**config.mk**
```make
export PLATFORM = sky130hd
export DESIGN_NAME = hex_display_scanner
export DESIGN_NICKNAME = d
export VERILOG_FILES = /design/src/rtl/hex_display_scanner.sv
export SDC_FILE = /design/constraint.sdc
export NUM_CORES = 1
export LEC_CHECK = 0
export BUFFER_PORTS_ARGS = -buffer_cell sky130_fd_sc_hd__buf_4
export CAP_MARGIN = 10
export CORE_ASPECT_RATIO = 1.5
export CORE_MARGIN = 1
export CORE_UTILIZATION = 62
export DETAILED_ROUTE_END_ITERATION = 12
export PLACE_DENSITY = 0.84
export REMOVE_ABC_BUFFERS = 1
export SYNTH_ARGS = -nofsm -noshare
export SYNTH_HDL_FRONTEND = slang
export SYNTH_SLANG_ARGS = --single-unit
```
**constraint.sdc**
```tcl
create_clock -name clk -period 4.6 [get_ports clk]
set_clock_uncertainty 0.15 [all_clocks]
set_input_delay 0.23 -clock clk [delete_from_list [all_inputs] [get_ports clk]]
set_output_delay 0.23 -clock clk [all_outputs]
set_load 0.03 [all_outputs]
```
**src/rtl/hex_display_scanner.sv**
```systemverilog
// Time-multiplexed hex driver for a DIGITS-wide common-anode 7-segment display.
// Latency: seg_n/dig_en_n/frame_start are registered, one clock behind the refresh counter and digit index.
// Backpressure: none; load is always accepted, the newest load wins until the next frame boundary.
//
// Ports:
//   clk, rst_n        rising-edge clock, asynchronous active-low reset
//   value, dots       hex nibbles (digit 0 rightmost) and per-digit decimal-point requests
//   load              capture value/dots into the pending buffer this cycle
//   lz_suppress       blank leading zeros (live, not buffered)
//   seg_n             {dp,g,f,e,d,c,b,a}, active-low
//   dig_en_n          anode select, one-hot-low
//   frame_start       one-clock pulse after the digit index wraps to 0
module hex_display_scanner #(
    parameter int DIGITS      = 4,
    parameter int REFRESH_DIV = 50000,
    parameter int BLANK_CYC   = 500
) (
    input  logic                  clk,
    input  logic                  rst_n,
    input  logic [4*DIGITS-1:0]   value,
    input  logic [DIGITS-1:0]     dots,
    input  logic                  load,
    input  logic                  lz_suppress,
    output logic [7:0]            seg_n,
    output logic [DIGITS-1:0]     dig_en_n,
    output logic                  frame_start
);

    localparam int CW = $clog2(REFRESH_DIV);
    localparam int IW = (DIGITS > 1) ? $clog2(DIGITS) : 1;

    localparam logic [CW-1:0] CNT_LAST  = CW'(REFRESH_DIV - 1);
    localparam logic [CW-1:0] BLANK_END = CW'(BLANK_CYC);
    localparam logic [IW-1:0] IDX_LAST  = IW'(DIGITS - 1);

    logic [CW-1:0]          cnt;
    logic [IW-1:0]          idx;
    logic [4*DIGITS-1:0]    pend_val;
    logic [DIGITS-1:0]      pend_dots;
    logic                   pend_vld;
    logic [4*DIGITS-1:0]    shadow_val;
    logic [DIGITS-1:0]      shadow_dots;

    logic                   cnt_wrap;
    logic                   frame_bnd;

    assign cnt_wrap  = (cnt == CNT_LAST);
    // With DIGITS=1 IDX_LAST is 0, so every wrap is a frame boundary.
    assign frame_bnd = cnt_wrap && (idx == IDX_LAST);

    function automatic logic [6:0] hex7(input logic [3:0] nib);
        logic [6:0] s;
        unique case (nib)
            4'h0: s = 7'b1000000;
            4'h1: s = 7'b1111001;
            4'h2: s = 7'b0100100;
            4'h3: s = 7'b0110000;
            4'h4: s = 7'b0011001;
            4'h5: s = 7'b0010010;
            4'h6: s = 7'b0000010;
            4'h7: s = 7'b1111000;
            4'h8: s = 7'b0000000;
            4'h9: s = 7'b0010000;
            4'hA: s = 7'b0001000;
            4'hB: s = 7'b0000011;
            4'hC: s = 7'b1000110;
            4'hD: s = 7'b0100001;
            4'hE: s = 7'b0000110;
            4'hF: s = 7'b0001110;
        endcase
        return s;
    endfunction

    // Select the current digit's nibble/dot via a compare loop so a
    // non-power-of-two DIGITS never produces an out-of-range index.
    logic [3:0]         cur_nib;
    logic               cur_dot;
    logic [DIGITS-1:0]  dig_sel;

    always_comb begin
        cur_nib = 4'h0;
        cur_dot = 1'b0;
        dig_sel = '0;
        for (int k = 0; k < DIGITS; k++) begin
            if (idx == IW'(k)) begin
                cur_nib    = shadow_val[4*k +: 4];
                cur_dot    = shadow_dots[k];
                dig_sel[k] = 1'b1;
            end
        end
    end

    // lz_mask[k] is set when nibble k and every more-significant nibble are zero.
    // Bit 0 stays clear: the rightmost digit always shows.
    logic [DIGITS-1:0]  lz_mask;
    logic               zero_run;

    always_comb begin
        lz_mask  = '0;
        zero_run = 1'b1;
        for (int k = DIGITS - 1; k >= 1; k--) begin
            zero_run   = zero_run & (shadow_val[4*k +: 4] == 4'h0);
            lz_mask[k] = zero_run;
        end
    end

    logic cur_supp;
    assign cur_supp = lz_suppress && |(lz_mask & dig_sel);

    // Refresh counter, digit index and the pending/shadow double buffer.
    always_ff @(posedge clk or negedge rst_n) begin
        if (!rst_n) begin
            cnt         <= '0;
            idx         <= '0;
            pend_val    <= '0;
            pend_dots   <= '0;
            pend_vld    <= 1'b0;
            shadow_val  <= '0;
            shadow_dots <= '0;
        end else begin
            if (cnt_wrap) begin
                cnt <= '0;
                idx <= (idx == IDX_LAST) ? '0 : idx + 1'b1;
            end else begin
                cnt <= cnt + 1'b1;
            end

            if (load) begin
                pend_val  <= value;
                pend_dots <= dots;
            end

            // A load on the boundary cycle goes straight to shadow so it
            // shows in the frame that is just starting.
            if (frame_bnd && (pend_vld || load)) begin
                shadow_val  <= load ? value : pend_val;
                shadow_dots <= load ? dots  : pend_dots;
                pend_vld    <= 1'b0;
            end else if (load) begin
                pend_vld    <= 1'b1;
            end
        end
    end

    // Registered pin drivers. Segments keep tracking idx during the blank
    // window; only the anodes are held off to hide the transition.
    always_ff @(posedge clk or negedge rst_n) begin
        if (!rst_n) begin
            seg_n       <= 8'hFF;
            dig_en_n    <= '1;
            frame_start <= 1'b0;
        end else begin
            seg_n       <= {~cur_dot, cur_supp ? 7'h7F : hex7(cur_nib)};
            dig_en_n    <= (cnt < BLANK_END) ? '1 : ~dig_sel;
            frame_start <= frame_bnd;
        end
    end

endmodule

```
==> impl_metrics.json <==
{
  "io_buffer_count": 36,
  "p_comb_frac": 0.060,
  "clock-sinks": 72,
  "worst_pin_slew_ps": 853,
  "wl_per_cell_um": 15.9,
  "synthFlopType": "dfrtp_1",
  "clockPowerShare": 0.368,
  "synthesis.area_um2": 3350,
  "clk_latency_ps": 340,
  "fill_cells": 316,
  "die_area_um2": 5700,
  "drt_wl_total_um": 6240,
  "critPathKind": "reg -> reg",
  "yosys_warnings": 0,
  "vias_per_cell": 5.54,
  "crit_start": "cnt[10]",
  "die_w_um": 62,
  "area_growth_pct": 18.8,
  "layout-drive-gt1-share": 0.342,
  "worst_setup_path_end_kind": "flip-flop",
  "tns_ps": 0,
  "grt_pass1_vias": 2273,
  "synthArstFlopShare": 1.00,
  "r2r_start": "cnt[10]",
  "place_hpwl_um": 4260,
  "first_iter_violations": 127,
  "arrival_ps": 3200,
  "hold_viol_final": 0,
  "fmax_mhz": 319,
  "drc": 0,
  "hold_class": "in -> reg",
  "syn-mean-instance-area_um2": 12.5,
  "htreeDepth": 3,
  "drt-pass1-iter-count": 4,
  "synth_edf_count": 0,
  "clock_path_buffers": 2,
  "synth_area_leaders": "dfrtp_1 45%, dfstp_2 9.4%, mux2_4 9.0%, mux2_2 7.7%, ha_1 4.1%",
  "ys_types": 44,
  "antenna_found_initial": 0,
  "final.period_utilization": 0.682,
  "min-delay-start": "value[15]",
  "worst_hold_slack_ps": 11.5,
  "switching_share": 0.218,
  "yosysTopAreaCell": "dfrtp_1",
  "grt_overflow_total": 0,
  "grt_setup_unrepaired": "false",
  "slew-limit-headroom": 0.431,
  "cp_max_fo": 20,
  "io_pins": 37,
  "antenna_left": 0,
  "drv_slew": 0,
  "setup_violations": 0,
  "switchingPower_mw": 0.250,
  "cts_root_buffer": "clkbuf_8",
  "required_ps": 4660,
  "grt_max_degree": 73,
  "intPower_mw": 0.895,
  "yosysTopAreaCellShare": 0.448,
  "ys_ff_latch": 72,
  "die_height_um": 92,
  "p_seq_frac": 0.572,
  "core_um2": 5160,
  "p_per_area_nw_per_um2": 288,
  "p_leak_nw": 1.83,
  "start_util": 0.648,
  "cts_tree": "yes",
  "postCtsSetupBuffers": 0,
  "ys_seq_area_frac": 0.543,
  "place.gp.congestion": 0.787,
  "status": "complete, no violations",
  "start_kind": "flip-flop",
  "vias": 2178,
  "synthCells": 267,
  "irDropWorstVdd_mv": 0.188,
  "row_count": 32,
  "grt_pass1_wl_um": 10400,
  "layout.nets": 355,
  "path_clk_slew_ps": 70,
  "period_needed_ps": 3140,
  "drv_cap": 0,
  "cts_made_buffers": 9,
  "grt_usage": 0.255,
  "n_antenna_cell": 0
}
-- registers in the layout, indices dropped and copies added (netlist names) --
| register | cells |
|---|---|
| pend_val | 16 |
| shadow_val | 16 |
| pend_dots | 4 |
| seg_n | 8 |
| pend_vld | 1 |
| shadow_dots | 4 |
| cnt | 16 |
| idx | 2 |
| dig_en_n | 4 |
| frame_start | 1 |
-- cells in the final DEF, fill, tap and decap left out, types with 8 or more instances in the layout --
cell type      instances
dfstp_2               12
ha_1                  11
nand2_1               25
mux2_4                20
dlygate4sd3_1         15
xnor2_1                9
buf_4                 38
dfrtp_1               60
clkbuf_8              10
nor2_1                18
nand3_1                8
mux2_2                23
-- power groups by stage --
stage / clock network, mW / registers (mW) / logic, mW
finish: 0.422 / 0.655 / 0.0683
floorplan: 0 / 0.665 / 0.0232
CTS: 0.432 / 0.655 / 0.0687
detailed placement: 0 / 0.667 / 0.0593
global placement: 0 / 0.666 / 0.0576
global route: 0.454 / 0.657 / 0.0757
-- cell families after synthesis --
| group | count (synthesis) | synth area share |
|---|---|---|
| AND/OR/NAND/NOR | 85 | 0.136 |
| multiplexers | 44 | 0.170 |
| AO/OA/AOI/OAI | 23 | 0.0482 |
| adder cells (fa/ha/maj) | 11 | 0.0411 |
| flip-flops | 72 | 0.543 |
| buffers and inverters | 18 | 0.0250 |
| XOR/XNOR | 14 | 0.0366 |
-- final timing paths --
kind | endpoint | cells past startpoint | slack [ps]
min in group asynchronous | pend_val[8] | 2 | 400
worst min-delay path | pend_val[15] | 2 | 10
worst max-delay path | shadow_val[2] | 4 | 1460
worst max register to register | shadow_val[2] | 4 | 1460
worst min register to register | seg_n[7] | 1 | 290
max in group asynchronous | cnt[1] | 2 | 3340
-- worst max-delay path: stages (launching register included) --
cell	delay, ps
dfrtp_1	420
or4_4	580
nor4_4	620
nand3b_2	730
mux2_4	520
-- metal layers --
metal | share of wire | track usage | wire (um)
met5 | 0 | 0 | 0
met4 | 0.025 | 0.102 | 157
met3 | 0.036 | 0.0719 | 227
met2 | 0.54 | 0.434 | 3390
met1 | 0.40 | 0.290 | 2470
-- final cells by class --
cell class,count,area [um2],area share
sequential,72,1820,0.457
multi-input combinational,177,1450,0.364
timing repair buffer,53,435,0.110
clock buffer,12,145,0.0365
tap,68,85.1,0.0214
inverter,7,26.3,0.00661
clock inverter,4,20.0,0.00503
-- synthesized netlist by cell type (all sizes together) (4+ instances only) --
library cell	number
nor4	4
nand3b	5
ha	11
xor2	5
mux2	43
nand2	25
nor2	18
nor2b	7
dfrtp	60
clkbuf	8
dfstp	12
o21ai	5
nand4	4
nand3	8
xnor2	9
inv	7
-- metrics by stage --
step	cells	cell area, um2	worst slack [ps]	power (mW)	utilization
6_report	393	3980	1460	1.14	0.770
5_1_grt	393	3980	1310	1.19	0.770
4_1_cts	392	3970	1440	1.16	0.768
3_5_place_dp	362	3660	1450	0.726	0.709
3_3_place_gp	362	3660	1520	0.723	0.709
2_1_floorplan	256	3290	1770	0.688	-
-- what timing repair did --
item | CTS | global route
endpoints found under the hold margin | 73 | 1
hold buffers | 14 | 1
gates resized for setup | 0 | 0
No activity file was read; power rests on OpenSTA's default activity.
